`config.mk`:
```
export PLATFORM = sky130hd
export DESIGN_NAME = instr_mem_loader
export DESIGN_NICKNAME = d
export VERILOG_FILES = /design/src/rtl/instr_mem_loader_pkg.sv /design/src/rtl/instr_mem_loader_word_assembler.sv /design/src/rtl/instr_mem_loader.sv
export SDC_FILE = /design/constraint.sdc
export NUM_CORES = 1
export LEC_CHECK = 0
export ABC_AREA = 1
export CELL_PAD_IN_SITES_DETAIL_PLACEMENT = 0
export CELL_PAD_IN_SITES_GLOBAL_PLACEMENT = 1
export CORE_AREA = 4 4 100 126
export CTS_CLUSTER_DIAMETER = 40
export DETAILED_ROUTE_END_ITERATION = 12
export DIE_AREA = 0 0 104 130
export GPL_ROUTABILITY_DRIVEN = 1
export HOLD_SLACK_MARGIN = 0.02
export PLACE_DENSITY_LB_ADDON = 0.12
export REMOVE_ABC_BUFFERS = 1
export SKIP_LAST_GASP = 1
export SLEW_MARGIN = 20
export SYNTH_ARGS = -nofsm -noshare
export SYNTH_HDL_FRONTEND = slang
export SYNTH_HIERARCHICAL = 1
export SYNTH_SLANG_ARGS = --single-unit
```
`constraint.sdc`:
```
create_clock -name clk -period 3.3 [get_ports clk]
set_input_delay 0.99 -clock clk [delete_from_list [all_inputs] [get_ports clk]]
set_output_delay 0.99 -clock clk [all_outputs]
set_load 0.02 [all_outputs]
```
`src/rtl/instr_mem_loader_pkg.sv`:
```
// Shared definitions for the instruction memory loader.
//   state_t    : loader FSM encoding (S_IDLE, S_LEN, S_DATA, S_CHK, S_DONE)
//   DATA_W_DEF : default instruction word width
//   BYTES      : bytes per instruction word at the default width
package instr_mem_loader_pkg;

  typedef enum logic [2:0] {
    S_IDLE = 3'd0,
    S_LEN  = 3'd1,
    S_DATA = 3'd2,
    S_CHK  = 3'd3,
    S_DONE = 3'd4
  } state_t;

  localparam int DATA_W_DEF = 32;
  localparam int BYTES      = DATA_W_DEF / 8;

endpackage

```
`src/rtl/instr_mem_loader_word_assembler.sv`:
```
// word_assembler: packs a byte stream into big-endian words.
//   clk, rst        : clock, synchronous active-low reset
//   clr             : drop any partial word and restart at byte 0
//   byte_valid      : byte_in is consumed this cycle
//   byte_in         : stream byte, first byte lands in the MSB
//   word            : word as it will look once byte_in is shifted in
//   word_valid      : byte_in completes a word this cycle
module word_assembler
  import instr_mem_loader_pkg::*;
#(
  parameter int NB = BYTES
) (
  input  logic              clk,
  input  logic              rst,
  input  logic              clr,
  input  logic              byte_valid,
  input  logic [7:0]        byte_in,
  output logic [NB*8-1:0]   word,
  output logic              word_valid
);

  localparam int W  = NB * 8;
  localparam int IW = (NB > 1) ? $clog2(NB) : 1;

  logic [W-1:0]  shreg;
  logic [IW-1:0] idx;

  // Combinational look-ahead so the top can register the complete word on
  // the same edge that accepts its last byte.
  assign word       = (shreg << 8) | W'(byte_in);
  assign word_valid = byte_valid && (idx == IW'(NB - 1));

  always_ff @(posedge clk) begin
    if (!rst || clr) begin
      shreg <= '0;
      idx   <= '0;
    end else if (byte_valid) begin
      shreg <= word;
      idx   <= word_valid ? '0 : idx + 1'b1;
    end
  end

endmodule

```
`src/rtl/instr_mem_loader.sv`:
```
// instr_mem_loader: run-time program load path into instruction memory.
// Receives LEN, then (LEN+1) big-endian words, then an XOR checksum byte,
// writing word k to address k while holding the CPU stalled.
//   clk, rst            : clock, synchronous active-low reset
//   start, abort        : begin a load (idle only) / cancel a load
//   in_data, in_valid   : byte stream input
//   in_ready            : byte accepted this cycle when in_valid is high
//   wr_en/addr/data     : instruction memory write port, one cycle per word
//   cpu_stall           : high while in LEN, DATA or CHK
//   done, err           : sticky status, cleared by the next start
module instr_mem_loader
  import instr_mem_loader_pkg::*;
#(
  parameter int ADDR_W = 8,
  parameter int DATA_W = DATA_W_DEF
) (
  input  logic              clk,
  input  logic              rst,
  input  logic              start,
  input  logic              abort,
  input  logic [7:0]        in_data,
  input  logic              in_valid,
  output logic              in_ready,
  output logic              wr_en,
  output logic [ADDR_W-1:0] wr_addr,
  output logic [DATA_W-1:0] wr_data,
  output logic              cpu_stall,
  output logic              done,
  output logic              err
);

  state_t            state, state_nxt;
  logic              word_valid, last_word, asm_clr, asm_vld;
  logic [DATA_W-1:0] word;
  logic [ADDR_W-1:0] len, word_cnt, addr_cnt;
  logic [7:0]        xor_acc;

  assign last_word = (word_cnt == len);
  // Returning to idle (normal end, abort or reset) throws away any partial word.
  assign asm_clr   = (state == S_IDLE);
  assign asm_vld   = (state == S_DATA) && in_valid && in_ready;

  word_assembler #(.NB(DATA_W / 8)) u_asm (
    .clk        (clk),
    .rst        (rst),
    .clr        (asm_clr),
    .byte_valid (asm_vld),
    .byte_in    (in_data),
    .word       (word),
    .word_valid (word_valid)
  );

  always_ff @(posedge clk) begin
    if (!rst) state <= S_IDLE;
    else      state <= state_nxt;
  end

  // An abort cycle never counts as a byte transfer, so in_ready drops with it.
  always_comb begin
    state_nxt = state;
    in_ready  = 1'b0;
    cpu_stall = 1'b0;
    case (state)
      S_IDLE: if (start && !abort) state_nxt = S_LEN;
      S_LEN: begin
        cpu_stall = 1'b1;
        in_ready  = !abort;
        if (abort)         state_nxt = S_IDLE;
        else if (in_valid) state_nxt = S_DATA;
      end
      S_DATA: begin
        cpu_stall = 1'b1;
        in_ready  = !abort;
        if (abort)                        state_nxt = S_IDLE;
        else if (word_valid && last_word) state_nxt = S_CHK;
      end
      S_CHK: begin
        cpu_stall = 1'b1;
        in_ready  = !abort;
        if (abort)         state_nxt = S_IDLE;
        else if (in_valid) state_nxt = S_DONE;
      end
      S_DONE:  state_nxt = S_IDLE;
      default: state_nxt = S_IDLE;
    endcase
  end

  always_ff @(posedge clk) begin
    if (!rst) begin
      wr_en    <= 1'b0;
      wr_addr  <= '0;
      wr_data  <= '0;
      done     <= 1'b0;
      err      <= 1'b0;
      len      <= '0;
      word_cnt <= '0;
      addr_cnt <= '0;
      xor_acc  <= '0;
    end else begin
      wr_en <= 1'b0;
      case (state)
        S_IDLE: if (start && !abort) begin
          done     <= 1'b0;
          err      <= 1'b0;
          word_cnt <= '0;
          addr_cnt <= '0;
          xor_acc  <= '0;
        end
        S_LEN: begin
          if (abort)         err <= 1'b1;
          else if (in_valid) len <= ADDR_W'(in_data);
        end
        S_DATA: begin
          if (abort) err <= 1'b1;
          else if (in_valid) begin
            xor_acc <= xor_acc ^ in_data;
            if (word_valid) begin
              // wr_addr holds the address actually written; the counter
              // moves on so the last address stays visible after a full fill.
              wr_en    <= 1'b1;
              wr_addr  <= addr_cnt;
              wr_data  <= word;
              addr_cnt <= addr_cnt + 1'b1;
              word_cnt <= word_cnt + 1'b1;
            end
          end
        end
        S_CHK: begin
          if (abort)         err <= 1'b1;
          else if (in_valid) err <= (in_data != xor_acc);
        end
        S_DONE:  done <= 1'b1;
        default: ;
      endcase
    end
  end

endmodule

```
==> flow_metrics.tcl, run 1 <==
set metrics [dict create \
    status "finished clean" \
    ir_worst_vdd_v 0.0003164 \
    port-buffer-count 57 \
    place_area_sq_um 5040 \
    crit_required_ns 2.31 \
    synth_cell_types 33 \
    wl_um 9908 \
    dieArea_sq_um 13520 \
    viasPerCell 4.815 \
    grt_setup_unrepaired "no" \
    cts_root_buf "clkbuf_16" \
    hpwl_um 6820 \
    die_x_um 104 \
    finalPower_uw 2948 \
    cts_buffers 9 \
    grt_start_max_net_pins 49 \
    cts_setup_buffers 0 \
    ant_nets 0 \
    vias 3722 \
    relSlewSlack_pct 50.96 \
    area_growth_pct 19.29 \
    syn_area_per_cell_sq_um 7.601 \
    grt_pass1_wl_um 16880 \
    drc 0 \
    yosys_warnings 6 \
    period_share_pct 97.06 \
    critPathArrivalTime_ns 2.21 \
    grt_pass1_vias 3469 \
    cp-start-kind "primary input" \
    overflow 0 \
    first_pass_iters 4 \
    grt_util_met3_pct 2.524 \
    ys_seq_elements 104 \
    drt_iter0_drc 91 \
    grtUsageMet1_pct 19.05 \
    cts_hold_buf 0 \
    cts_sinks 104 \
    hold_viol 0 \
    gp_congestion 0.8098 \
    power.leakage_uw 0.002011 \
    grt_usage_pct 15.18 \
    critPathKind "in2out" \
    busiest_layer "met2" \
    post_cts_resized 0 \
    ios 58 \
    final_area_sq_um 5323 \
    fmax_ghz 0.3122 \
    netlist_instances 587 \
    synth_area_leaders "dfxtp_1 47%, nand2_1 10%, nor2_1 8.2%" \
    rows 44 \
    hold_path_depth 2 \
    initial_core_util_pct 38.96 \
    fin_nets 646 \
    cts_tree "done" \
    die_height_um 130 \
    diodes 0 \
    seq_area_frac_synth_pct 46.66 \
    holdCritPathClass "reg2reg" \
    wire_per_inst_um 12.82 \
    antenna_found_initial 0 \
    slew_violations 0 \
    syn-cell-area_sq_um 4462 \
    cap_violations 0 \
    worst_setup_path_end_kind "output port" \
    insertion_delay_ns 0.34 \
    core_sq_um 11450 \
    grtUsageMet2_pct 26.52 \
    fin_util_pct 46.48 \
    setup_viol 0 \
    r2r_cells 12 \
    cts_max_level 3 \
    tightest_slew_ns 0.7330 \
    power_density_nw_per_um2 553.8 \
    cp_max_fo 2 \
    clk_pin_slew_ns 0.07 \
    synth_top_area_cell "dfxtp_1" \
    drive_above_1_share_pct 10.24 \
    clk_path_buf_depth 2 \
    netlist.area_leader.share_pct 46.66 \
    fin_crit_ns 3.203 \
    holdWs_ns 0.4664 \
    skew_ns 0.006973 \
]
path summary, 6_finish.rpt:
kind	startpoint	to	slack [ns]
setup / recovery	abort	in_ready	0.1
hold / removal	u_asm/shreg[21]	u_asm/shreg[21]	0.47
setup reg to reg	state[2]	wr_data[8]	1.12
hold reg to reg	u_asm/shreg[21]	u_asm/shreg[21]	0.47
report_power, final:
group	switching [uW]	internal, uW	leakage [uW]
sequential	34.7	1290	0.000839
clock	476	537	0.000128
combinational	425	185	0.00104
total	936	2010	0.00201
per-layer routing:
layer / vias up / share of wire, % / wire length (um)
met5: - / 0 / 0
met1: 1709 / 49 / 4811
met2: 47 / 48 / 4720
li1: 1954 / - / -
met3: 12 / 2.3 / 227
met4: 0 / 1.5 / 149
area by class of cell:
class	instances	area [sq um]
inverter	51	193.9
timing repair buffer	64	635.6
clock inverter	5	40.04
sequential	104	2082
tap	138	172.7
fill	1177	6128
multi-input combinational	400	1956
clock buffer	11	242.7
layout by cell type (no fill, tap or decap):
master / instances
clkbuf_16: 9
nor4_4: 1
clkinv_4: 1
a21oi_1: 45
clkinvlp_4: 3
nand2_1: 121
a21oi_2: 20
clkbuf_8: 1
nor3_1: 14
nand2_4: 1
dfxtp_1: 104
xor2_1: 3
buf_4: 6
clkdlybuf4s50_1: 57
nand3_1: 13
ha_1: 3
clkinv_1: 1
nor2_2: 2
nand4_1: 2
o21ai_2: 2
nand3_4: 2
inv_6: 1
inv_2: 6
nor2_1: 97
o21ai_0: 40
inv_4: 1
xnor2_1: 8
o21ai_1: 17
inv_1: 43
nand2_2: 6
buf_12: 1
clkbuf_1: 1
o211ai_1: 1
nor2_4: 1
nor3_4: 1
Yosys cell counts, drive strengths merged:
cell type and n:
clkbuf 5, nor3 15, xor2 3, clkinv 1, nor2 100, ha 3, o21ai 59, a21oi 65
buf 27, o211ai 1, xnor2 8, inv 50, nor4 1, nand2 128, nand3 15, nand4 2
dfxtp 104
state kept, by name, indices dropped and copies added, names as in the netlist:
signal / count
wr_data: 32
u_asm/shreg: 24
addr_cnt: 8
len: 8
word_cnt: 8
wr_addr: 8
xor_acc: 8
state: 3
u_asm/idx: 2
done: 1
err: 1
wr_en: 1
cell families (layout without fill, tap and decap cells):
kind of cell,count (synthesis),count (layout),synth area share (%)
xor gates and xnor gates,11,11,2.159
AOI/OAI and AO/OA,125,125,15.93
adders and majority gates,3,3,0.8414
buffers and inverters,83,131,9.646
and+or+nand+nor,261,261,24.76
DFF,104,104,46.66
worst max-delay path, cell delays in order:
cell,delay (ns)
clkdlybuf4s50_1,0.42
nor3_1,0.18
clkdlybuf4s50_1,0.63
per-stage QoR:
stage | std cells | setup slack, ns | TNS, ns
2_1_floorplan | 555 | -1.142 | -44.06
3_3_place_gp | 757 | 0.1058 | 0
3_5_place_dp | 757 | 0.08087 | 0
4_1_cts | 773 | 0.08146 | 0
5_1_grt | 773 | 0.01699 | 0
6_report | 773 | 0.09702 | 0
No activity file was read; power rests on OpenSTA's default activity.
==> run 2: changes to the inputs <==
SKIP_LAST_GASP = default   (was 1)
==> results of run 2 <==
Same layout as run 1: the final DEF is identical, and so are final timing and power.
